### src/rtl/pc_sequencer.sv
// pc_sequencer: multi-cycle fetch/decode/execute/resolve sequencer that owns
// the program counter and resolves branch, jump, jump-register and
// jump-and-link opcodes.
// Optional build macro: PC_SEQ_PERF_CNT_EN adds the taken_cnt and instr_cnt
// performance counter ports.
module pc_sequencer #(
  parameter int              PC_W        = 8,
  parameter logic [PC_W-1:0] RESET_PC    = '0,
  parameter int              ALU_TIMEOUT = 16
) (
  input  logic            clk,
  input  logic            reset,
  input  logic            start,
  output logic            imem_req,
  input  logic            imem_ack,
  input  logic [31:0]     instr,
  output logic            alu_start,
  input  logic            alu_done,
  input  logic [31:0]     alu_result,
  output logic [4:0]      rf_rd_reg,
  input  logic [31:0]     rf_rd_data,
  output logic            link_we,
  output logic [31:0]     link_data,
  output logic [PC_W-1:0] pc,
`ifdef PC_SEQ_PERF_CNT_EN
  output logic [15:0]     taken_cnt,
  output logic [15:0]     instr_cnt,
`endif
  output logic [2:0]      state_dbg,
  output logic            halted,
  output logic            error
);

  localparam logic [2:0] S_IDLE    = 3'd0;
  localparam logic [2:0] S_FETCH   = 3'd1;
  localparam logic [2:0] S_DECODE  = 3'd2;
  localparam logic [2:0] S_EXEC    = 3'd3;
  localparam logic [2:0] S_RESOLVE = 3'd4;
  localparam logic [2:0] S_HALT    = 3'd5;
  localparam logic [2:0] S_ERROR   = 3'd6;

  localparam logic [5:0] OP_BNE_BACK = 6'b001110;
  localparam logic [5:0] OP_BNE_FWD  = 6'b001111;
  localparam logic [5:0] OP_BEQ_A    = 6'b010000;
  localparam logic [5:0] OP_BEQ_B    = 6'b010001;
  localparam logic [5:0] OP_BONE_A   = 6'b010010;
  localparam logic [5:0] OP_BONE_B   = 6'b010011;
  localparam logic [5:0] OP_J        = 6'b010100;
  localparam logic [5:0] OP_JR       = 6'b010101;
  localparam logic [5:0] OP_JAL      = 6'b010110;
  localparam logic [5:0] OP_HALT     = 6'b111111;

  localparam int TO_W = $clog2(ALU_TIMEOUT + 1);

  logic [2:0]      state_q, state_d;
  logic [PC_W-1:0] pc_q, pc_d;
  logic [5:0]      op_q, op_d;
  logic [4:0]      reg0_q, reg0_d;
  logic [PC_W-1:0] imm_q, imm_d;
  logic [31:0]     result_q, result_d;
  logic [TO_W-1:0] cnt_q, cnt_d;

  logic [PC_W-1:0] pc_inc;
  logic [PC_W-1:0] pc_next;
  logic [PC_W-1:0] addr_pc;
  logic            is_jump;
  logic            unused_bits;

  // Bits of the instruction and register word that never reach the PC.
  assign unused_bits = ^{instr[20:16], instr[15:PC_W], rf_rd_data[31:PC_W]};

  assign pc_inc  = pc_q + PC_W'(1);
  assign addr_pc = PC_W'(imm_q[7:0]);
  assign is_jump = (op_q == OP_J) || (op_q == OP_JR) || (op_q == OP_JAL);

  // Next-PC resolution for the latched opcode, evaluated against the pre-update pc.
  always_comb begin
    pc_next = pc_inc;
    case (op_q)
      OP_BNE_BACK:          pc_next = (result_q != 32'd0) ? (pc_inc - imm_q) : pc_inc;
      OP_BNE_FWD:           pc_next = (result_q != 32'd0) ? (pc_inc + imm_q) : pc_inc;
      OP_BEQ_A, OP_BEQ_B:   pc_next = (result_q == 32'd0) ? (pc_inc + imm_q) : pc_inc;
      OP_BONE_A, OP_BONE_B: pc_next = (result_q == 32'd1) ? (pc_inc + imm_q) : pc_inc;
      OP_J:                 pc_next = addr_pc;
      OP_JR:                pc_next = rf_rd_data[PC_W-1:0];
      OP_JAL:               pc_next = addr_pc;
      default:              pc_next = pc_inc;
    endcase
  end

  // FSM transitions, instruction/result capture and the EXEC timeout counter.
  always_comb begin
    state_d  = state_q;
    pc_d     = pc_q;
    op_d     = op_q;
    reg0_d   = reg0_q;
    imm_d    = imm_q;
    result_d = result_q;
    cnt_d    = cnt_q;
    case (state_q)
      S_IDLE: begin
        if (start) state_d = S_FETCH;
      end
      S_FETCH: begin
        if (imem_ack) begin
          op_d    = instr[31:26];
          reg0_d  = instr[25:21];
          imm_d   = instr[PC_W-1:0];
          state_d = S_DECODE;
        end
      end
      S_DECODE: begin
        cnt_d = '0;
        if (op_q == OP_HALT)  state_d = S_HALT;
        else if (is_jump)     state_d = S_RESOLVE;
        else                  state_d = S_EXEC;
      end
      S_EXEC: begin
        // alu_done is checked first so it wins over a simultaneous timeout.
        if (alu_done) begin
          result_d = alu_result;
          cnt_d    = '0;
          state_d  = S_RESOLVE;
        end else if (cnt_q == TO_W'(ALU_TIMEOUT - 1)) begin
          cnt_d   = cnt_q + TO_W'(1);
          state_d = S_ERROR;
        end else begin
          cnt_d = cnt_q + TO_W'(1);
        end
      end
      S_RESOLVE: begin
        pc_d    = pc_next;
        state_d = S_FETCH;
      end
      S_HALT:  state_d = S_HALT;
      S_ERROR: state_d = S_ERROR;
      default: state_d = S_IDLE;
    endcase
  end

  // Control state with synchronous reset; reset wins even mid-instruction.
  always_ff @(posedge clk) begin
    if (reset) begin
      state_q <= S_IDLE;
      pc_q    <= RESET_PC;
      cnt_q   <= '0;
    end else begin
      state_q <= state_d;
      pc_q    <= pc_d;
      cnt_q   <= cnt_d;
    end
  end

  // Latched instruction fields and ALU result; only read after being written.
  always_ff @(posedge clk) begin
    op_q     <= op_d;
    reg0_q   <= reg0_d;
    imm_q    <= imm_d;
    result_q <= result_d;
  end

`ifdef PC_SEQ_PERF_CNT_EN
  logic [15:0] taken_cnt_q, taken_cnt_d;
  logic [15:0] instr_cnt_q, instr_cnt_d;

  // Saturating per-instruction and taken-transfer counters, stepped in RESOLVE.
  always_comb begin
    taken_cnt_d = taken_cnt_q;
    instr_cnt_d = instr_cnt_q;
    if (state_q == S_RESOLVE) begin
      if (instr_cnt_q != 16'hFFFF) instr_cnt_d = instr_cnt_q + 16'd1;
      if (((pc_next != pc_inc) || is_jump) && (taken_cnt_q != 16'hFFFF))
        taken_cnt_d = taken_cnt_q + 16'd1;
    end
  end

  // Counter registers cleared by reset.
  always_ff @(posedge clk) begin
    if (reset) begin
      taken_cnt_q <= '0;
      instr_cnt_q <= '0;
    end else begin
      taken_cnt_q <= taken_cnt_d;
      instr_cnt_q <= instr_cnt_d;
    end
  end

  assign taken_cnt = taken_cnt_q;
  assign instr_cnt = instr_cnt_q;
`endif

  // Outputs decoded from the current state; all are zero in IDLE after reset.
  always_comb begin
    imem_req  = (state_q == S_FETCH);
    alu_start = (state_q == S_EXEC) && (cnt_q == '0);
    link_we   = (state_q == S_RESOLVE) && (op_q == OP_JAL);
    link_data = link_we ? 32'(pc_inc) : 32'd0;
  end

  assign rf_rd_reg = reg0_q;
  assign pc        = pc_q;
  assign state_dbg = state_q;
  assign halted    = (state_q == S_HALT);
  assign error     = (state_q == S_ERROR);

endmodule
### config.mk
export PLATFORM = sky130hd
export DESIGN_NAME = pc_sequencer
export DESIGN_NICKNAME = d
export VERILOG_FILES = /design/src/rtl/pc_sequencer.sv
export SDC_FILE = /design/constraint.sdc
export NUM_CORES = 1
export LEC_CHECK = 0
export CAP_MARGIN = 20
export CORE_ASPECT_RATIO = 1.2
export CORE_MARGIN = 8
export CORE_UTILIZATION = 40
export DETAILED_ROUTE_END_ITERATION = 12
export MAX_ROUTING_LAYER = met4
export PLACE_DENSITY = 0.79
export SKIP_CTS_REPAIR_TIMING = 1
export SYNTH_ARGS = -nofsm -noshare
export SYNTH_HDL_FRONTEND = slang
export SYNTH_SLANG_ARGS = --single-unit
### constraint.sdc
create_clock -name clk -period 4.9 [get_ports clk]
set_clock_uncertainty 0.15 [all_clocks]
set_input_delay 0.49 -clock clk [delete_from_list [all_inputs] [get_ports clk]]
set_output_delay 0.49 -clock clk [all_outputs]
set_load 0.02 [all_outputs]
## After elaboration in Yosys (flattened, before gate mapping)

Cells that the tools add are included.

| word-level totals | value |
|---|---|
| register bits after elaboration | 67 |
| input bits | 101 |
| output and inout bits | 53 |
| word-level logic and storage cells | 62 |

| cells by class | value |
|---|---|
| add/subtract/negate cells | 4 |
| equality and inequality tests | 21 |
| multiplexer cells | 15 |
| reductions and logical operators | 15 |

Operators with widths:

| cell | number |
|---|---|
| $pmux 8 s6 | 1 |
| $eq 6x5->1 const B | 7 |
| $mux 8 | 5 |
| $eq 32x1->1 const B | 1 |
| $logic_not 32->1 | 1 |
| $reduce_bool 32->1 | 1 |
| $pmux 3 s7 | 1 |
| $mux 3 | 6 |
| $eq 6x4->1 const B | 2 |
| $pmux 5 s2 | 1 |
| $eq 3x3->1 const B | 3 |
| $add 8x1->8 const B | 1 |
| $add 8x8->8 | 1 |
| $sub 8x8->8 | 1 |
| $eq 3x2->1 const B | 2 |
| $eq 6x6->1 const B | 1 |
| $reduce_or 2->1 | 3 |
| $add 5x1->5 const B | 1 |
| $eq 5x4->1 const B | 1 |
| $logic_not 5->1 | 1 |
| $mux 5 | 1 |
| $reduce_and 2->1 | 2 |
| $eq 3x1->1 const B | 1 |
| $logic_not 3->1 | 1 |
| other kinds (7) | 9 |

## Longest topological paths before layout

Gate-level depths: netlist of the first run.

| depth | value |
|---|---|
| depth in word-level cells | 6 |
| gate-level depth with buffers | 12 |
| depth with buffers taken out | 11 |

## Worst setup path before layout of the first run

No wires, ideal clock.

| timing path | value |
|---|---|
| path type | reg-to-reg |
| start | reg pc_q[0] (netlist: pc[0]) |
| end | reg pc_q[5] (netlist: pc[5]) |
| library setup time | 129 ps |
| arrival time | 2579 ps |
| required time | 4621 ps |
| setup slack | 2041 ps |
| stages on the path, launching flop included | 11 |
| buffers on the path | 1 |
| period minus slack after synthesis | 2859 ps |
| path through | dfxtp_1 ha_1 nand3_1 xnor2_1 ha_1 buf_2 o2111a_1 or3_1 a221o_1 nand2_1 a31oi_1 |

| between the ends | value |
|---|---|
| longest elaborated chain between the ends | 4 |
| elaborated cells between the ends (all ways) | 8 |
| classes of those cells | add/sub: 3; mux: 5 |

Ends and longest elaborated chain:

| item | line | text |
|---|---|---|
| from (decl) | 56 | `logic [PC_W-1:0] pc_q, pc_d;` |
| from (signal assigned) | 149 | `pc_q <= pc_d;` |
| $add 8x1->8 * | 72 | `assign pc_inc = pc_q + PC_W'(1);` |
| $add 8x8->8 / $sub 8x8->8 (equally long branches) | -- |  |
| $mux 8 (on tied branches) | -- |  |
| $pmux 8 s6 * | 79 | `case (op_q)` |

Mark *: on every way between the ends. The rest lies on a longest branch, timed or not.
A chain may end at the register's enable or synchronous reset.

## Worst setup path after layout of the first run

| timing path | value |
|---|---|
| start | reg op_q[5] |
| end | out link_data[2] |

| between the ends | value |
|---|---|
| longest elaborated chain between the ends | 3 |

Ends and longest elaborated chain:

| item | line | text |
|---|---|---|
| from (decl) | 57 | `logic [5:0] op_q, op_d;` |
| from (signal assigned) | 156 | `op_q <= op_d;` |
| $eq 6x5->1 | 196 | `link_we = (state_q == S_RESOLVE) && (op_q == OP_JAL);` |
| $logic_and 1x1->1 | 196 |  |
| $mux 8 | 197 | `link_data = link_we ? 32'(pc_inc) : 32'd0;` |
| to (decl) | 23 | `output logic [31:0] link_data,` |

No other way between the ends.

==> results.rst, run 1 <==
.. list-table::
   :header-rows: 1

   * - Metric
     - Value
   * - Xor and xnor area share after synthesis
     - 2.79%
   * - Number of endpoints with negative hold slack in the final report
     - 0
   * - Via-per-instance ratio
     - approximately 5.2
   * - Largest stage delay on the critical path
     - ~0.63 ns
   * - Fin. max-slew vios
     - 0
   * - Final weighted congestion in routability-driven placement
     - 0.873
   * - Violation count after the first detailed-routing iteration
     - roughly 170
   * - Total Neg Setup Slack
     - 0 ns
   * - Synthesized netlist cell count
     - approximately 360
   * - Beginning of the worst hold path
     - cnt_q[4]$_SDFFE_PP0P_
   * - Worst Path Max Fanout
     - 9
   * - Hold Path Stages
     - 2
   * - Endpoint kind of the worst setup timing path
     - output port
   * - Clock-pin slew of the registers on the worst-case setup and hold paths
     - about 0.050 ns
   * - Finished layout cell area
     - 5070 µm²
   * - Sink Count
     - 67
   * - Number of max-cap violations
     - 0
   * - Layout Cells excl Fill
     - 580
   * - Total number of H-tree levels
     - 3
   * - Simple-gate area share of the yosys netlist
     - 18.1%
   * - Netlist area before placement
     - 3760 µm²
   * - Remaining design rule violation count
     - 0
   * - Type of element launching the critical path
     - flop
   * - Worst hold margin
     - approximately 0.35 ns
   * - RSZ-0062 raised after global routing
     - no
   * - Global routing met2 resource utilization
     - 24.8%
   * - Synth warn
     - 0
   * - Dominant combinational cell family by area after synthesis
     - simple AND/OR/NAND/NOR gates
   * - Proportion of register bits with asynchronous set or reset after synthesis
     - 0%
   * - Fill cell count
     - between 700 and 800
   * - Std cell rows
     - 39
   * - Clock tree from TritonCTS
     - built
   * - Slowest-stage cell, CP
     - sky130_fd_sc_hd__clkdlybuf4s50_1
   * - Unique cell type count in the Yosys netlist
     - between 50 and 60
   * - HPWL Detailed
     - about 7.5 mm
   * - Sequential-to-total area share from yosys stat
     - ~50%
   * - Drt total wl
     - 9.38 mm
   * - Final setup vio count
     - 0
   * - Y dimension of the die
     - ~120 µm
   * - Share of synthesized area spent on multiplexers
     - less than 1%
   * - Placed cell area
     - about 4700 µm²
   * - Reg-to-reg startpoint
     - pc[0]$_SDFFE_PP0N_
   * - Remaining global-route overflow
     - 0
   * - Adder-cell share of the synthesized area
     - about 7.0%
   * - Placed cells
     - approximately 560
   * - Wire length per cell
     - roughly 16 µm
   * - Overall routing resource usage
     - between 15 and 20%
   * - Number of port buffers
     - 92
   * - Arrival time of data at the critical path endpoint
     - approximately 3 ns
   * - Slew Limit Headroom
     - a little under a third
   * - Minimum clock period after layout
     - roughly 3.6 ns
   * - Slack of the worst reg-to-reg path
     - between 1.5 and 2 ns
   * - Final Net Count
     - roughly 570
   * - Number of placed I/O pins
     - approximately 150
   * - Register containing the most flip-flops in the final layout
     - result_q
   * - Grt peak-use layer
     - met2
   * - Worst min path class
     - reg2reg
   * - Fraction of met1 tracks used by global routing
     - about 17%
   * - Clock latency reported for the late side of the worst-skew pair
     - approximately 0.33 ns
   * - Core ar.
     - 9320 µm²
   * - Run status
     - complete, no violations
   * - Proportion of layout cells with a drive suffix above 1
     - 7.02%
   * - Cells along the critical path
     - nor2_1 > nand3_1 > nor2_1 > nand3_1 > nor2b_1 > clkdlybuf4s50_1
   * - Final Total Pwr
     - 1.54 mW
   * - #FFs+latches synth
     - 67
   * - Initial antenna violation count
     - 1
   * - End point of the most critical hold path
     - cnt_q[4]$_SDFFE_PP0P_
   * - Upper clock frequency limit
     - around 0.27 GHz
   * - Maximum buffer depth of the clock tree
     - 2
   * - Worst supply voltage drop on vdd
     - between 0.0003 and 0.0004 V
   * - Most common cell after layout, fill and taps aside
     - sky130_fd_sc_hd__clkdlybuf4s50_1
   * - Layout overhead on the synthesized area
     - 34.6%
   * - Post-synth EDFFs
     - slightly above 50
   * - Cell at the root of the clock tree
     - sky130_fd_sc_hd__clkbuf_16
   * - Areal power density over the cells
     - between 300 and 400 nW/µm²
   * - Wire length of the first global-routing pass
     - 15.3 mm
   * - Number of nets with antenna violations after detailed routing
     - 0
   * - Synthesized-area fraction occupied by ao, oa, aoi and oai cells
     - about 15%
   * - Fraction of the cycle the final worst path needs
     - 74.2%
   * - Most frequent cells in the layout
     - 92 x sky130_fd_sc_hd__clkdlybuf4s50_1, 51 x sky130_fd_sc_hd__edfxtp_1, 37 x sky130_fd_sc_hd__nor2_1, 24 x sky130_fd_sc_hd__conb_1, 21 x sky130_fd_sc_hd__inv_1
   * - Reg2Reg Depth
     - 9
   * - Type of the worst setup path
     - reg2out
   * - Routed vias
     - 3,032
   * - Least-Margin Pin Slew
     - around 1 ns
   * - Prevailing post-synth register cell
     - sky130_fd_sc_hd__edfxtp_1
   * - Global-route met3 utilization
     - approximately 6.1%
   * - Max FFs per register
     - 32
   * - TritonCTS buffer count
     - 9
   * - Count of TritonRoute iterations in the first routing pass
     - 4
   * - Die width
     - 105 µm
   * - Crit path required time
     - about 4.3 ns
   * - Lkg Pwr
     - about 1.9 nW
   * - Area enclosed by the die boundary
     - 12,800 µm²
   * - Critical R2R Capture
     - pc[5]$_SDFFE_PP0N_
   * - Mean area per synthesized cell
     - between 10 and 15 µm²
   * - Via count of the first global-routing pass
     - 3,066
   * - Initial Utilization
     - between 40 and 50%
   * - Pin count of the biggest net entering global routing
     - 20
## synthesized netlist by cell type (all sizes together), types with 2 or more instances
cell type / number / area share (%)
a221oi: 7 / 1.8
a221o: 4 / 1.1
inv: 21 / 2.1
clkbuf: 6 / 0.60
edfxtp: 51 / 41
xnor2: 8 / 1.9
nor4: 7 / 1.8
a31oi: 6 / 1.0
and3: 3 / 0.50
o41ai: 3 / 0.70
buf: 26 / 5.1
nor4b: 2 / 0.47
o21bai: 5 / 1.0
o21ai: 16 / 2.1
nand3b: 3 / 0.60
nand2: 19 / 2.0
o221ai: 4 / 0.93
nand4: 7 / 1.5
dfxtp: 16 / 8.5
a311oi: 2 / 0.47
nor3: 10 / 1.9
a21o: 2 / 0.40
a22oi: 3 / 0.60
or3: 3 / 0.53
xor2: 4 / 0.93
a21oi: 17 / 2.3
and2: 3 / 0.50
nor2: 37 / 3.7
nand3: 13 / 1.7
nor2b: 10 / 1.7
or2: 3 / 0.50
fa: 2 / 1.1
ha: 18 / 6.0
nand2b: 3 / 0.50
## power breakdown
| part | internal, mW | switching (mW) |
|---|---|---|
| registers | 0.629 | 0.0171 |
| logic | 0.0813 | 0.0842 |
| clock network | 0.497 | 0.234 |
| total | 1.21 | 0.335 |
## per-layer routing
metal / vias up / share of wire (%)
met3: 11 / 7.9
met2: 117 / 49
met5: - / 0
li1: 1465 / -
met1: 1439 / 42
met4: 0 / 1.6
## kinds of logic (layout without fill, tap and decap cells)
logic type | Yosys count | after routing
xor+xnor | 12 | 12
other cells | 1 | 25
fa+ha+maj | 20 | 20
mux | 1 | 1
buf+inv | 53 | 130
flops | 67 | 67
compound gates | 78 | 78
simple gates | 124 | 124
## metrics by stage
| stage | worst slack [ns] | utilization [%] |
|---|---|---|
| finish | 1.26 | 54.4 |
| floorplan | 2.04 | - |
| global route | 0.990 | 54.4 |
| CTS | 1.29 | 54.3 |
| detailed placement | 1.65 | 50.7 |
| global placement | 1.74 | 50.7 |
## area by class of cell
class	instances	area, µm²	share of cell area (%)
flip-flops and latches	67	1850	36.6
multi-input cells	259	1710	33.7
repair buffers	93	928	18.3
clock buffers	10	229	4.52
well taps	123	154	3.04
clock inverters	6	114	2.25
inverters	21	78.8	1.56
diodes	1	2.50	0.0494
## worst max path at each step
stage,start,endpoint,slack [ns],depth (start not counted)
after floorplan,pc[0]$_SDFFE_PP0N_,pc[5]$_SDFFE_PP0N_,2.04,10
after global placement,op_q[5]$_DFFE_PP_,link_data[4],1.74,6
after detailed placement,op_q[5]$_DFFE_PP_,link_data[2],1.65,6
after CTS,op_q[5]$_DFFE_PP_,link_data[2],1.29,6
after global routing,op_q[5]$_DFFE_PP_,link_data[2],0.99,6
final,op_q[5]$_DFFE_PP_,link_data[2],1.26,6
## critical path: cells and delay by family (launching register included)
kind / cells / cell delay, ns
DFF: 1 / 0.43
and+or+nand+nor: 5 / 1.61
buffers and inverters: 1 / 0.63
No activity file was read; power rests on OpenSTA's default activity.
==> run 2, diff against run 1 <==
--- a/config.mk
+++ b/config.mk
@@ -8,10 +8,10 @@
 export CAP_MARGIN = 20
 export CORE_ASPECT_RATIO = 1.2
 export CORE_MARGIN = 8
-export CORE_UTILIZATION = 40
+export CORE_UTILIZATION = 39
 export DETAILED_ROUTE_END_ITERATION = 12
 export MAX_ROUTING_LAYER = met4
-export PLACE_DENSITY = 0.79
+export PLACE_DENSITY = 0.81
 export SKIP_CTS_REPAIR_TIMING = 1
 export SYNTH_ARGS = -nofsm -noshare
 export SYNTH_HDL_FRONTEND = slang
==> constraint.sdc (replaced) <==
create_clock -name clk -period 3.03 [get_ports clk]
set_clock_uncertainty 0.15 [all_clocks]
set_input_delay 0.303 -clock clk [delete_from_list [all_inputs] [get_ports clk]]
set_output_delay 0.303 -clock clk [all_outputs]
set_load 0.02 [all_outputs]
==> run 2 against run 1 <==
- total power increased by 56%
- final area increased by 1.4%
- clock-buffer cell count up 1
==> results.rst, run 2 (synthesis results as in run 1) <==
.. list-table::
   :header-rows: 1

   * - Metric
     - Value
   * - Max FFs per register
     - 32
   * - Clock tree from TritonCTS
     - built
   * - Count of buffer and inverter cells on the critical path
     - 0
   * - Initial antenna violation count
     - 1
   * - Areal power density over the cells
     - about 470 nW/µm²
   * - Total area of multi-input combinational cells
     - around 1700 µm²
   * - Most frequent cells in the layout
     - 92 x sky130_fd_sc_hd__clkdlybuf4s50_1, 51 x sky130_fd_sc_hd__edfxtp_1, 37 x sky130_fd_sc_hd__nor2_1, 24 x sky130_fd_sc_hd__conb_1, 21 x sky130_fd_sc_hd__inv_1
   * - Y dimension of the die
     - ~120 µm
   * - Worst Path Max Fanout
     - 8
   * - Final weighted congestion in routability-driven placement
     - 0.885
   * - TritonCTS buffer count
     - 9
   * - Fill cell count
     - 813
   * - Number of port buffers
     - approximately 90
   * - Least-Margin Pin Slew
     - 0.640 ns
   * - Worst min path class
     - reg2reg
   * - Total Neg Setup Slack
     - 0 ns
   * - Violation count after the first detailed-routing iteration
     - between 150 and 200
   * - Largest stage delay on the critical path
     - approximately 0.43 ns
   * - Wire length per cell
     - ~16 µm
   * - Via-per-instance ratio
     - 5.24
   * - Wire length of the first global-routing pass
     - 15.2 mm
   * - Cells along the critical path
     - ha_1 > nand3_1 > xnor2_2 > ha_1 > o2111a_1 > or3_1 > a221o_1 > nand2_1 > a31oi_1
   * - Most common cell after layout, fill and taps aside
     - sky130_fd_sc_hd__clkdlybuf4s50_1
   * - Routed vias
     - 3,102
   * - Reg area
     - around 1900 µm²
   * - Remaining design rule violation count
     - 0
   * - Fraction of the cycle the final worst path needs
     - 93.1%
   * - Lkg Pwr
     - 1.95 nW
   * - Minimum clock period after layout
     - approximately 2.8 ns
   * - Number of endpoints with negative hold slack in the final report
     - 0
   * - Std cell rows
     - 39
   * - Maximum buffer depth of the clock tree
     - 2
   * - Final setup vio count
     - 0
   * - Number of placed I/O pins
     - 154
   * - Layout overhead on the synthesized area
     - 36.5%
   * - Area enclosed by the die boundary
     - around 13,000 µm²
   * - Cell at the root of the clock tree
     - sky130_fd_sc_hd__clkbuf_16
   * - Count of TritonRoute iterations in the first routing pass
     - 4
   * - Overall routing resource usage
     - roughly 15%
   * - Via count of the first global-routing pass
     - approximately 3,200
   * - Sink Count
     - 67
   * - Clock-pin slew of the registers on the worst-case setup and hold paths
     - 0.06 ns
   * - Drt total wl
     - about 9.7 mm
   * - Initial Utilization
     - between 30% and 40%
   * - Pin count of the biggest net entering global routing
     - 33
   * - Endpoint kind of the worst setup timing path
     - flop
   * - Core Util, Final
     - a little over half
   * - Register containing the most flip-flops in the final layout
     - result_q
   * - Cell family with most CP delay
     - adder cells
   * - Total number of H-tree levels
     - 3
   * - Slew Limit Headroom
     - between 50 and 60%
   * - Die width
     - ~110 µm
   * - Final Net Count
     - between 500 and 600
   * - Remaining global-route overflow
     - 0
   * - Proportion of layout cells with a drive suffix above 1
     - under 10%
   * - Number of nets with antenna violations after detailed routing
     - 0
   * - Run status
     - complete, no violations
   * - Clock latency reported for the late side of the worst-skew pair
     - roughly 0.33 ns
   * - Type of the worst setup path
     - reg2reg
   * - Worst supply voltage drop on vdd
     - ~0.00034 V
   * - RSZ-0062 raised after global routing
     - no
   * - Crit path required time
     - between 3 and 4 ns
   * - Upper clock frequency limit
     - ~0.35 GHz
   * - HPWL Detailed
     - a little under 8 mm
   * - Cell seen most often among critical-path stages
     - sky130_fd_sc_hd__ha_1
   * - Type of element launching the critical path
     - flop
   * - Arrival time of data at the critical path endpoint
     - around 2.9 ns
   * - Number of max-cap violations
     - 0
   * - Slowest-stage cell, CP
     - sky130_fd_sc_hd__dfxtp_1
   * - Core ar.
     - between 9000 and 10,000 µm²
   * - Fin. max-slew vios
     - 0
run 2: final timing paths:
kind / startpoint / end / slack, ns / cells after the start
setup / recovery: pc[1]$_SDFFE_PP0N_ / pc[5]$_SDFFE_PP0N_ / 0.21 / 9
hold / removal: cnt_q[4]$_SDFFE_PP0P_ / cnt_q[4]$_SDFFE_PP0P_ / 0.35 / 2
setup reg to reg: pc[1]$_SDFFE_PP0N_ / pc[5]$_SDFFE_PP0N_ / 0.21 / 9
hold reg to reg: cnt_q[4]$_SDFFE_PP0P_ / cnt_q[4]$_SDFFE_PP0P_ / 0.35 / 2
run 2: report_power, final:
| part | internal [mW] | leakage, nW | switching (mW) | total (mW) |
|---|---|---|---|---|
| registers | 1.02 | 0.592 | 0.0226 | 1.04 |
| clock network | 0.717 | 0.151 | 0.368 | 1.09 |
| logic | 0.137 | 1.21 | 0.142 | 0.280 |
| total | 1.87 | 1.95 | 0.533 | 2.40 |
run 2: layout make-up:
class / instances / share of cell area, %
Clock inverter: 5 / 1.51
Sequential cell: 67 / 36.1
Inverter: 21 / 1.53
Clock buffer: 11 / 4.53
Timing Repair Buffer: 105 / 19.8
Multi-Input combinational cell: 259 / 33.5
Tap cell: 123 / 3.00
Antenna cell: 1 / 0.0487
run 2: layer usage:
layer,track usage [%],vias up,routed length [µm]
met1,16.5,1456,4060
met2,24.4,139,4560
met4,8.19,0,301
met5,-,-,0
li1,-,1484,-
met3,4.66,23,760
run 2: metrics by stage:
step           hold WS [ns]  cell area [µm²]  power, mW  worst slack, ns  cells
3_5_place_dp          0.339             4810       1.34            0.166    575
3_3_place_gp          0.317             4810       1.33            0.197    575
6_report              0.352             5140       2.40            0.209    592
5_1_grt               0.367             5140       2.49           0.0226    592
4_1_cts               0.352             5120       2.42            0.110    591
2_1_floorplan         0.252             3850       1.22            0.171    379
run 2: tightest hold or removal path, cell delays in order, from the launching register on:
cell and delay, ns:
sky130_fd_sc_hd__dfxtp_1 0.33, sky130_fd_sc_hd__a21oi_1 0.07, sky130_fd_sc_hd__nor2_1 0.07
==> run 3, diff against run 2 <==
--- a/config.mk
+++ b/config.mk
@@ -16,3 +16,4 @@
 export SYNTH_ARGS = -nofsm -noshare
 export SYNTH_HDL_FRONTEND = slang
 export SYNTH_SLANG_ARGS = --single-unit
+export TNS_END_PERCENT = 30
==> results of run 3 <==
The final DEF is identical to that of run 2; final timing and power are the same.
